**src/rtl/jpeg_job_ctrl_if.sv**
```systemverilog
// Handshake and data bundle between the job controller, its command/word source, and jpeg_core.
// master = environment side (commands, source words, core feedback); slave = the controller.
interface jpeg_job_ctrl_if;
  logic        cmd_valid_i;
  logic [23:0] cmd_len_i;
  logic        cmd_accept_o;
  logic        abort_i;
  logic        src_valid_i;
  logic [31:0] src_data_i;
  logic        src_accept_o;
  logic        core_valid_o;
  logic [31:0] core_data_o;
  logic [3:0]  core_strb_o;
  logic        core_last_o;
  logic        core_accept_i;
  logic        pix_fire_i;
  logic [15:0] pix_x_i;
  logic [15:0] pix_y_i;
  logic [15:0] img_w_i;
  logic [15:0] img_h_i;
  logic        core_idle_i;
  logic        core_rst_o;
  logic        busy_o;
  logic        done_o;
  logic        err_o;
  logic [31:0] pix_count_o;

  modport master (
    output cmd_valid_i, cmd_len_i, abort_i, src_valid_i, src_data_i, core_accept_i,
           pix_fire_i, pix_x_i, pix_y_i, img_w_i, img_h_i, core_idle_i,
    input  cmd_accept_o, src_accept_o, core_valid_o, core_data_o, core_strb_o, core_last_o,
           core_rst_o, busy_o, done_o, err_o, pix_count_o
  );

  modport slave (
    input  cmd_valid_i, cmd_len_i, abort_i, src_valid_i, src_data_i, core_accept_i,
           pix_fire_i, pix_x_i, pix_y_i, img_w_i, img_h_i, core_idle_i,
    output cmd_accept_o, src_accept_o, core_valid_o, core_data_o, core_strb_o, core_last_o,
           core_rst_o, busy_o, done_o, err_o, pix_count_o
  );
endinterface

```
**src/rtl/jpeg_job_ctrl.sv**
```systemverilog
// Per-image job sequencer in front of jpeg_core: feeds N source words, waits for final pixel + idle, flushes on abort/timeout.
// Zero-latency word pass-through; src_accept_o follows core_accept_i while feeding and is forced high while flushing.
module jpeg_job_ctrl #(
  parameter int unsigned TIMEOUT_CYCLES  = 65535,
  parameter int unsigned CORE_RST_CYCLES = 4
) (
  input  logic            clk_i,
  input  logic            rst_i,
  jpeg_job_ctrl_if.slave  bus
);

  typedef enum logic [2:0] {IDLE, FEED, DRAIN, FLUSH, CRST, DONE} state_t;

  state_t      state_q, state_d;
  logic [23:0] remaining_q;
  logic [31:0] wd_q;
  logic [31:0] wd_inc;
  logic [3:0]  rst_cnt_q;
  logic        final_seen_q;
  logic        err_q;
  logic [31:0] pix_count_q;
  logic        core_rst_q;
  logic        done_q;

  logic cmd_fire, word_fire, flush_fire, pix_active, final_hit, wd_expire, set_err;

  assign cmd_fire   = bus.cmd_valid_i && (state_q == IDLE);
  assign word_fire  = (state_q == FEED) && bus.src_valid_i && bus.core_accept_i;
  // Abort on the last word enters FLUSH with nothing left; never swallow an extra word then.
  assign flush_fire = (state_q == FLUSH) && bus.src_valid_i && (remaining_q != 24'd0);
  assign pix_active = bus.pix_fire_i && ((state_q == FEED) || (state_q == DRAIN));
  assign final_hit  = pix_active && (bus.pix_x_i == bus.img_w_i - 16'd1)
                                 && (bus.pix_y_i == bus.img_h_i - 16'd1);
  assign wd_inc     = wd_q + 32'd1;
  assign wd_expire  = (TIMEOUT_CYCLES != 0) && !(word_fire || flush_fire || bus.pix_fire_i)
                      && (wd_inc == 32'(TIMEOUT_CYCLES));

  always_comb begin
    state_d = state_q;
    set_err = 1'b0;
    case (state_q)
      IDLE: begin
        if (cmd_fire) begin
          if (bus.cmd_len_i == 24'd0) begin
            state_d = DONE;
            set_err = 1'b1;
          end else begin
            state_d = FEED;
          end
        end
      end
      FEED: begin
        if (bus.abort_i || wd_expire) begin
          state_d = FLUSH;
          set_err = 1'b1;
        end else if (word_fire && (remaining_q == 24'd1)) begin
          state_d = DRAIN;
        end
      end
      DRAIN: begin
        if (bus.abort_i || wd_expire) begin
          state_d = FLUSH;
          set_err = 1'b1;
        end else if ((final_seen_q || final_hit) && bus.core_idle_i) begin
          state_d = DONE;
        end
      end
      FLUSH: begin
        if ((remaining_q == 24'd0) || (flush_fire && (remaining_q == 24'd1)) || wd_expire)
          state_d = CRST;
      end
      CRST: begin
        if (rst_cnt_q == 4'(CORE_RST_CYCLES - 1))
          state_d = DONE;
      end
      DONE:    state_d = IDLE;
      default: state_d = IDLE;
    endcase
  end

  always_ff @(posedge clk_i or posedge rst_i) begin
    if (rst_i) begin
      state_q      <= IDLE;
      remaining_q  <= '0;
      wd_q         <= '0;
      rst_cnt_q    <= '0;
      final_seen_q <= 1'b0;
      err_q        <= 1'b0;
      pix_count_q  <= '0;
      core_rst_q   <= 1'b0;
      done_q       <= 1'b0;
    end else begin
      state_q <= state_d;

      if (cmd_fire)
        remaining_q <= bus.cmd_len_i;
      else if (word_fire || flush_fire)
        remaining_q <= remaining_q - 24'd1;

      if ((state_d != state_q) || word_fire || flush_fire || bus.pix_fire_i)
        wd_q <= '0;
      else if ((state_q == FEED) || (state_q == DRAIN) || (state_q == FLUSH))
        wd_q <= wd_inc;

      rst_cnt_q <= (state_q == CRST) ? rst_cnt_q + 4'd1 : 4'd0;

      if (cmd_fire)
        final_seen_q <= 1'b0;
      else if (final_hit)
        final_seen_q <= 1'b1;

      // A zero-length command clears and sets err in the same cycle; the error wins.
      if (set_err)
        err_q <= 1'b1;
      else if (cmd_fire)
        err_q <= 1'b0;

      if (cmd_fire)
        pix_count_q <= '0;
      else if (pix_active)
        pix_count_q <= pix_count_q + 32'd1;

      core_rst_q <= (state_d == CRST);
      done_q     <= (state_d == DONE);
    end
  end

  assign bus.cmd_accept_o = (state_q == IDLE);
  assign bus.busy_o       = (state_q != IDLE);
  assign bus.core_valid_o = (state_q == FEED) && bus.src_valid_i;
  assign bus.core_data_o  = (state_q == FEED) ? bus.src_data_i : 32'd0;
  assign bus.core_strb_o  = 4'hF;
  assign bus.core_last_o  = (state_q == FEED) && (remaining_q == 24'd1);
  assign bus.src_accept_o = ((state_q == FEED) && bus.core_accept_i) ||
                            ((state_q == FLUSH) && (remaining_q != 24'd0));
  assign bus.core_rst_o   = core_rst_q;
  assign bus.done_o       = done_q;
  assign bus.err_o        = err_q;
  assign bus.pix_count_o  = pix_count_q;

endmodule
```
**src/flat_wrapper.sv**
```systemverilog
// flat-port wrapper written by rule: the top's interface ports become plain ports
module jpeg_job_ctrl_flat 
#(
  parameter int unsigned TIMEOUT_CYCLES  = 65535,
  parameter int unsigned CORE_RST_CYCLES = 4
)
  (clk_i, rst_i, bus_cmd_valid_i, bus_cmd_len_i, bus_abort_i, bus_src_valid_i, bus_src_data_i, bus_core_accept_i, bus_pix_fire_i, bus_pix_x_i, bus_pix_y_i, bus_img_w_i, bus_img_h_i, bus_core_idle_i, bus_cmd_accept_o, bus_src_accept_o, bus_core_valid_o, bus_core_data_o, bus_core_strb_o, bus_core_last_o, bus_core_rst_o, bus_busy_o, bus_done_o, bus_err_o, bus_pix_count_o);
  jpeg_job_ctrl_if bus_i ();
  input  logic clk_i;
  input  logic rst_i;
  input wire logic [$bits(bus_i.cmd_valid_i)-1:0] bus_cmd_valid_i;
  input wire logic [$bits(bus_i.cmd_len_i)-1:0] bus_cmd_len_i;
  input wire logic [$bits(bus_i.abort_i)-1:0] bus_abort_i;
  input wire logic [$bits(bus_i.src_valid_i)-1:0] bus_src_valid_i;
  input wire logic [$bits(bus_i.src_data_i)-1:0] bus_src_data_i;
  input wire logic [$bits(bus_i.core_accept_i)-1:0] bus_core_accept_i;
  input wire logic [$bits(bus_i.pix_fire_i)-1:0] bus_pix_fire_i;
  input wire logic [$bits(bus_i.pix_x_i)-1:0] bus_pix_x_i;
  input wire logic [$bits(bus_i.pix_y_i)-1:0] bus_pix_y_i;
  input wire logic [$bits(bus_i.img_w_i)-1:0] bus_img_w_i;
  input wire logic [$bits(bus_i.img_h_i)-1:0] bus_img_h_i;
  input wire logic [$bits(bus_i.core_idle_i)-1:0] bus_core_idle_i;
  output wire logic [$bits(bus_i.cmd_accept_o)-1:0] bus_cmd_accept_o;
  output wire logic [$bits(bus_i.src_accept_o)-1:0] bus_src_accept_o;
  output wire logic [$bits(bus_i.core_valid_o)-1:0] bus_core_valid_o;
  output wire logic [$bits(bus_i.core_data_o)-1:0] bus_core_data_o;
  output wire logic [$bits(bus_i.core_strb_o)-1:0] bus_core_strb_o;
  output wire logic [$bits(bus_i.core_last_o)-1:0] bus_core_last_o;
  output wire logic [$bits(bus_i.core_rst_o)-1:0] bus_core_rst_o;
  output wire logic [$bits(bus_i.busy_o)-1:0] bus_busy_o;
  output wire logic [$bits(bus_i.done_o)-1:0] bus_done_o;
  output wire logic [$bits(bus_i.err_o)-1:0] bus_err_o;
  output wire logic [$bits(bus_i.pix_count_o)-1:0] bus_pix_count_o;
  assign bus_i.cmd_valid_i = bus_cmd_valid_i;
  assign bus_i.cmd_len_i = bus_cmd_len_i;
  assign bus_i.abort_i = bus_abort_i;
  assign bus_i.src_valid_i = bus_src_valid_i;
  assign bus_i.src_data_i = bus_src_data_i;
  assign bus_i.core_accept_i = bus_core_accept_i;
  assign bus_i.pix_fire_i = bus_pix_fire_i;
  assign bus_i.pix_x_i = bus_pix_x_i;
  assign bus_i.pix_y_i = bus_pix_y_i;
  assign bus_i.img_w_i = bus_img_w_i;
  assign bus_i.img_h_i = bus_img_h_i;
  assign bus_i.core_idle_i = bus_core_idle_i;
  assign bus_cmd_accept_o = bus_i.cmd_accept_o;
  assign bus_src_accept_o = bus_i.src_accept_o;
  assign bus_core_valid_o = bus_i.core_valid_o;
  assign bus_core_data_o = bus_i.core_data_o;
  assign bus_core_strb_o = bus_i.core_strb_o;
  assign bus_core_last_o = bus_i.core_last_o;
  assign bus_core_rst_o = bus_i.core_rst_o;
  assign bus_busy_o = bus_i.busy_o;
  assign bus_done_o = bus_i.done_o;
  assign bus_err_o = bus_i.err_o;
  assign bus_pix_count_o = bus_i.pix_count_o;
  jpeg_job_ctrl #(.TIMEOUT_CYCLES(TIMEOUT_CYCLES), .CORE_RST_CYCLES(CORE_RST_CYCLES)) u_core (.clk_i(clk_i), .rst_i(rst_i), .bus(bus_i));
endmodule
```
**config.mk**
```make
export PLATFORM = sky130hd
export DESIGN_NAME = jpeg_job_ctrl_flat
export DESIGN_NICKNAME = d
export VERILOG_FILES = /design/src/rtl/jpeg_job_ctrl_if.sv /design/src/rtl/jpeg_job_ctrl.sv /design/src/flat_wrapper.sv
export SDC_FILE = /design/constraint.sdc
export NUM_CORES = 1
export LEC_CHECK = 0
export ABC_AREA = 1
export BUFFER_PORTS_ARGS = -buffer_cell sky130_fd_sc_hd__buf_2
export CORE_AREA = 2 2 153 230
export CTS_CLUSTER_DIAMETER = 200
export DETAILED_ROUTE_END_ITERATION = 8
export DIE_AREA = 0 0 155 232
export PLACE_DENSITY_LB_ADDON = 0.12
export SYNTH_ARGS = -nofsm -noshare
export SYNTH_HDL_FRONTEND = slang
export SYNTH_SLANG_ARGS = --single-unit
export TNS_END_PERCENT = 5
```
**constraint.sdc**
```tcl
create_clock -name clk_i -period 5.6 [get_ports clk_i]
set_clock_uncertainty 0.2 [all_clocks]
set_input_delay 0.56 -clock clk_i [delete_from_list [all_inputs] [get_ports clk_i]]
set_output_delay 0.56 -clock clk_i [all_outputs]
set_load 0.005 [all_outputs]
```
==> results of run 1 <==
## power by group
group / internal, W / switching [W]
sequential: 0.000867 / 0.000164
clock: 0.000309 / 0.000321
combinational: 0.000490 / 0.00101
## worst reg2reg max path: cells and delay by family, from the launching register on
family        cells  cell delay [ns]
buf+inv           2             0.20
flops             1             0.45
simple gates     18             2.99
## registers in the layout, summed over array words and instances (netlist names)
register,flops
u_core.final_seen_q,1
u_core.remaining_q,24
u_core.bus.pix_count_o,32
u_core.bus.err_o,1
u_core.state_q,3
u_core.rst_cnt_q,4
u_core.bus.done_o,1
u_core.bus.core_rst_o,1
u_core.wd_q,32
## kinds of logic (layout without fill, tap and decap cells)
| kind of cell | Yosys count | in the layout |
|---|---|---|
| simple gates | 850 | 850 |
| xor+xnor | 35 | 35 |
| other cells | 1 | 4 |
| buf+inv | 231 | 424 |
| compound gates | 121 | 121 |
| flops | 99 | 99 |
| fa+ha+maj | 8 | 8 |
| mux | 2 | 2 |
## worst max path at each step
stage / end / slack (ns) / cells after the start
2_1_floorplan: u_core.bus.core_rst_o$_DFF_PP0_ / 2.25 / 1
3_3_place_gp: u_core.wd_q[4]$_DFFE_PP0P_ / 1.65 / 20
3_5_place_dp: u_core.wd_q[5]$_DFFE_PP0P_ / 1.55 / 20
4_1_cts: u_core.wd_q[5]$_DFFE_PP0P_ / 1.53 / 20
5_1_grt: u_core.wd_q[4]$_DFFE_PP0P_ / 1.22 / 20
6_report: u_core.wd_q[5]$_DFFE_PP0P_ / 1.61 / 20
## through the flow
stage / worst slack, ns / cells / cell area (µm²) / total power (W)
2_1_floorplan: 2.25 / 1350 / 8450 / 0.00209
5_1_grt: 1.22 / 1968 / 10200 / 0.00345
6_report: 1.61 / 1968 / 10200 / 0.00316
3_3_place_gp: 1.65 / 1952 / 9870 / 0.00256
4_1_cts: 1.53 / 1968 / 10200 / 0.00322
3_5_place_dp: 1.55 / 1952 / 9870 / 0.00257
## cell type report
class,count,share of cell area
Inverter,204,0.0758
Multi-Input combinational cell,1020,0.498
Sequential cell,99,0.244
Clock inverter,7,0.00591
Tap cell,425,0.0524
Timing Repair Buffer,204,0.102
Clock buffer,9,0.0222
## synth_stat cells (all sizes together), types with 5 or more instances
cell    instances
nor4           11
xor2           24
nand2         392
ha              8
nand3b         18
inv           201
xnor2          11
o21bai          5
nand3          94
a21oi          36
buf            14
nor2          256
nand4          23
o211ai          5
o21ai          61
nor3           47
clkbuf         13
or2             5
dfrtp          99
## routing by layer
layer | part of all wire | global-route usage | vias to the layer above
li1 | - | - | 4610
met1 | 0.39 | 0.169 | 3998
met2 | 0.55 | 0.313 | 159
met3 | 0.032 | 0.0252 | 56
met4 | 0.028 | 0.0593 | 2
met5 | 0.00045 | 0 | -
==> metrics.yaml, run 1 <==
status:
  status: "completed"
timing:
  timing.final.max_slew_violations: 0
  slew-limit-headroom: 0.297
  fin_crit_sh: 0.713
  fmax_mhz: 250
  hold_viol: 0
  holdWs_ns: 0.0759
  worst_pin_slew_ns: 1.05
  final.setup.tns_ns: 0
  grt_setup_unrepaired: "no"
  min_period_ns: 3.99
  setup_viol: 0
synth:
  synth_seq_area_share: 0.294
  synth_top_family_by_area: "simple AND/OR/NAND/NOR gates"
  synthTopCellsByArea: "dfrtp_1, nand2_1, nor2_1, inv_1, nand3_1"
  synth.distinct_cells: 51
  yosys.area_share.xor_xnor: 0.0363
  synth-seq-cells: 99
  synth_ff_type: "dfrtp_1"
  synth-compound-area-share: 0.0796
  synth_edf_count: 0
  synthMuxAreaShare: 0.00252
  synth_fa_ha_area_frac: 0.0119
  netlist_area_mm2: 0.00844
  synthSimpleGateAreaFrac: 0.467
  synth_largest_area_cell: "dfrtp_1"
  ys_warn_count: 0
  synth_async_sr_flop_share: 1.00
  synth_area_per_cell_um2: 6.26
  synth_top_area_share: 0.294
  synth_cells: 1347
detailed_routing:
  wl_mm: 28.8
  via_per_inst: 4.48
  wl_per_cell_um: 14.6
  dr.pass1.iters: 7
  drt_iter0_markers: 414
  drc: 0
  vias: 8825
  ant_nets: 0
layout:
  fill_cells: 3807
  num-nets-final: 1674
  diodes: 0
  regArea_mm2: 0.00248
  final_cell_mix: "nand2_1, nor2_1, buf_2"
  multi_input_area_mm2: 0.00506
  final_common_cell: "nand2_1"
  utilization: 0.299
  synthToLayoutAreaGrowth_pct: 20.4
  drive_gt1_frac: 0.210
critical_path:
  reg2regPathDepth: 20
  cp_top_family: "simple AND/OR/NAND/NOR gates"
  reg2reg_slack_ns: 1.61
  start_kind: "register"
  endpoint_kind: "register"
  slowest_stage: "nand2_2"
  cp_cell_sequence: "inv_1 -> nand3_2 -> nand2_1 -> inv_2 -> nor2_8 -> nand2_1 -> nor2_1 -> nand3_1 -> nor2_1 -> nand2_1 -> nor2_1 -> nand3_1 -> nand2_1 -> nand2_1 -> nand2_1 -> nand2_1 -> nand2_1 -> nand3_2 -> nand2_2 -> nor3_1"
  cpMostUsedCell: "nand2_1"
  crit_required_ns: 5.61
  cp.buffers_inverters: 2
  worstPathMaxFanout: 36
  r2r_end: "u_core.wd_q[5]$_DFFE_PP0P_"
  rr_startpoint: "u_core.state_q[1]$_DFF_PP0_"
  worst-endpoint-arrival_ns: 4.00
  max_stage_delay_ns: 0.77
  critical_path_class: "register to register"
  crit_start: "u_core.state_q[1]$_DFF_PP0_"
cts:
  clock-root-buffer: "clkbuf_16"
  cts_buffers: 9
  cts_tree: "done"
  clockBufferDepth: 2
  clock_latency_ns: 0.37
  clk_pin_slew_ns: 0.08
  cts_resized: 0
  cts_hold_buffers: 0
  htree_levels: 3
  post_cts_buffers: 0
  clock_sinks: 99
job:
  max_cap_viol_count: 0
floorplan:
  rows: 83
  chipWidth_um: 155
  die_y_um: 232
  die-area_mm2: 0.0360
  core_area_mm2: 0.0340
  io_pins: 204
  initial_utilization: 0.248
power:
  ir_worst_vdd_v: 0.000236
  power_leakage_nw: 5.11
  powerDensity_mw_per_mm2: 311
place:
  place_hpwl_mm: 22.7
  place_congestion: 0.823
  portBuffers: 199
global_routing:
  grt_max_degree: 62
  grt_pass1_vias: 8791
  grt-ovfl-total: 0
  grt_antenna_before_repair: 1
  grtUsageTotal: 0.160
  grt_pass1_wl_mm: 45.4
worst_hold_path:
  hold_class: "input pin to async pin"
(Power assumes the default switching activity.)
==> inputs of run 2 (changes only) <==
==> constraint.sdc (replaced) <==
create_clock -name clk_i -period 3.3 [get_ports clk_i]
set_clock_uncertainty 0.2 [all_clocks]
set_input_delay 0.33 -clock clk_i [delete_from_list [all_inputs] [get_ports clk_i]]
set_output_delay 0.33 -clock clk_i [all_outputs]
set_load 0.005 [all_outputs]
==> metrics.yaml, run 2 (synthesized netlist as in run 1, its figures left out) <==
layout:
  num-nets-final: 1702  # +1.7%
  synthToLayoutAreaGrowth_pct: 25.6
  drive_gt1_frac: 0.234  # +0.0236
  final_common_cell: "nand2_1"
  final_cell_mix: "nand2_1, nor2_1, buf_2"
  postLayoutCellArea_mm2: 0.0106  # +4.3%
  fin_cells: 1996  # +1.4%
  diodes: 0  # unchanged
detailed_routing:
  drc: 0  # unchanged
  drt_iter0_markers: 298  # -28%
  ant_nets: 0  # unchanged
  via_per_inst: 4.48  # -0.17%
  dr.pass1.iters: 4  # -3
  vias: 8935  # +1.2%
  wl_mm: 29.1  # +1.3%
  wl_per_cell_um: 14.6  # -0.17%
worst_hold_path:
  hold_class: "input pin to register"
timing:
  grt_setup_unrepaired: "yes"
  fin_crit_sh: 0.923  # +0.210
  fmax_mhz: 328  # +31%
  min_period_ns: 3.05  # -0.948 ns
  timing.final.max_slew_violations: 0  # unchanged
  worst_slack_ns: 0.254  # -1.35 ns
  slew-limit-headroom: 0.483  # +0.186
  worst_pin_slew_ns: 0.775  # -0.276 ns
  setup_viol: 0  # unchanged
  hold_viol: 0  # unchanged
place:
  place_hpwl_mm: 23.6  # +3.8%
  dpl_cell_area_mm2: 0.0101  # +2.5%
  place_congestion: 0.849  # +3.2%
  portBuffers: 199  # unchanged
  placedCellCount: 1975  # +1.2%
  preCtsSetupSlack_ns: 0.0628  # -1.49 ns
critical_path:
  critical_path_class: "register to register"
  start_kind: "register"
  slowest_stage: "dfrtp_1"
  crit_required_ns: 3.34  # -2.27 ns
  endpoint_kind: "register"
  cp_cell_sequence: "nand2_1 -> nor2_1 -> nand2_1 -> nor2_1 -> nand2_1 -> nand2_1 -> nand2_1 -> nor2_1 -> nand3b_1 -> nor2_1 -> nand3_2 -> nand3_2 -> nand2_1 -> nor2_4 -> nand2_2 -> nand2_1 -> nand2_2 -> nand2_4 -> buf_12 -> nor3_2"
  max_stage_delay_ns: 0.45  # -0.32 ns
  cpMostUsedCell: "nand2_1"
  worstPathMaxFanout: 11  # -69%
  worst-endpoint-arrival_ns: 3.08  # -0.92 ns
power:
  ir_worst_vdd_v: 0.000336  # +42%
  powerDensity_mw_per_mm2: 554  # +78%
  power_leakage_nw: 5.34  # +4.6%
floorplan:
  initial_utilization: 0.248  # unchanged
  io_pins: 204  # unchanged
  rows: 83  # unchanged
  chipWidth_um: 155  # unchanged
  die-area_mm2: 0.0360  # unchanged
  core_area_mm2: 0.0340  # unchanged
  die_y_um: 232  # unchanged
cts:
  clock-root-buffer: "clkbuf_16"
  clock_latency_ns: 0.36  # about the same
  clk_pin_slew_ns: 0.07  # about the same
  cts_buffers: 9  # unchanged
  clock_sinks: 99  # unchanged
  clockBufferDepth: 2  # unchanged
  htree_levels: 3  # unchanged
  cts_tree: "done"
global_routing:
  grtUsageTotal: 0.162  # +0.00257
  grt_antenna_before_repair: 1  # unchanged
  grt_pass1_vias: 8856  # +0.74%
  grt_pass1_wl_mm: 45.6  # +0.47%
  grt_max_degree: 62  # unchanged
  grt-ovfl-total: 0  # unchanged
status:
  status: "completed"
job:
  max_cap_viol_count: 0  # unchanged
## run 2: changes by cell type in the layout (fill, tap and decap cells not counted), moves of 3 or more
cell,before,now
nor2_2,19,26
buf_12,0,6
buf_4,5,25
nand2_1,373,370
clkbuf_8,0,3
nor2_1,228,218
nor2_4,8,11
## run 2: final cells by class
type / count / area [µm²]
clock buffer: 13 / 270
fill: 3734 / 23400
multi-input combinational: 1020 / 5150
sequential: 99 / 2480
inverter: 204 / 769
tap: 425 / 532
clock inverter: 3 / 68.8
timing repair buffer: 232 / 1320
## run 2: worst paths after layout
check / from / slack [ns] / cells past startpoint / endpoint
worst max-delay path: u_core.wd_q[8]$_DFFE_PP0P_ / 0.25 / 20 / u_core.wd_q[17]$_DFFE_PP0P_
worst min-delay path: bus_cmd_len_i[15] / 0.03 / 3 / u_core.remaining_q[15]$_DFFE_PP0P_
worst max register to register: u_core.wd_q[8]$_DFFE_PP0P_ / 0.25 / 20 / u_core.wd_q[17]$_DFFE_PP0P_
worst min register to register: u_core.rst_cnt_q[0]$_DFF_PP0_ / 0.26 / 1 / u_core.rst_cnt_q[0]$_DFF_PP0_
max in group asynchronous: rst_i / 1.71 / 4 / u_core.wd_q[9]$_DFFE_PP0P_
min in group asynchronous: rst_i / 0.44 / 3 / u_core.bus.pix_count_o[7]$_DFFE_PP0P_
## run 2: repair_timing
item / 4_1_cts / 5_1_grt
hold endpoints to repair: 54 / 0
hold buffers: 2 / 0
setup endpoints to repair: 0 / 33
gates resized for setup: 0 / 25
setup buffers: 0 / 3
## run 2: report_power, final
part / switching, W / internal, W / leakage (nW)
clock: 0.000507 / 0.000730 / 0.166
combinational: 0.00181 / 0.00107 / 3.87
sequential: 0.000283 / 0.00147 / 1.31
## run 2: per-layer routing
layer	share of wire	GRT usage
met1	0.39	0.170
met2	0.55	0.315
met3	0.026	0.0200
met4	0.040	0.0784
met5	0.00038	0
## run 2: worst max-delay path, delay by kind of cell (launching register included)
family | cells | cell delay, ns
simple gates | 19 | 2.10
flops | 1 | 0.45
buf+inv | 1 | 0.16
## run 2: stage by stage
step | utilization | hold slack [ns] | power, W | setup TNS [ns]
finish | 0.312 | 0.0292 | 0.00587 | 0
global route | 0.312 | 0.0350 | 0.00635 | -0.0791
CTS | 0.309 | 0.0167 | 0.00591 | 0
detailed placement | 0.298 | 0.260 | 0.00464 | 0
global placement | 0.298 | 0.257 | 0.00464 | 0
floorplan | - | 0.233 | 0.00354 | 0
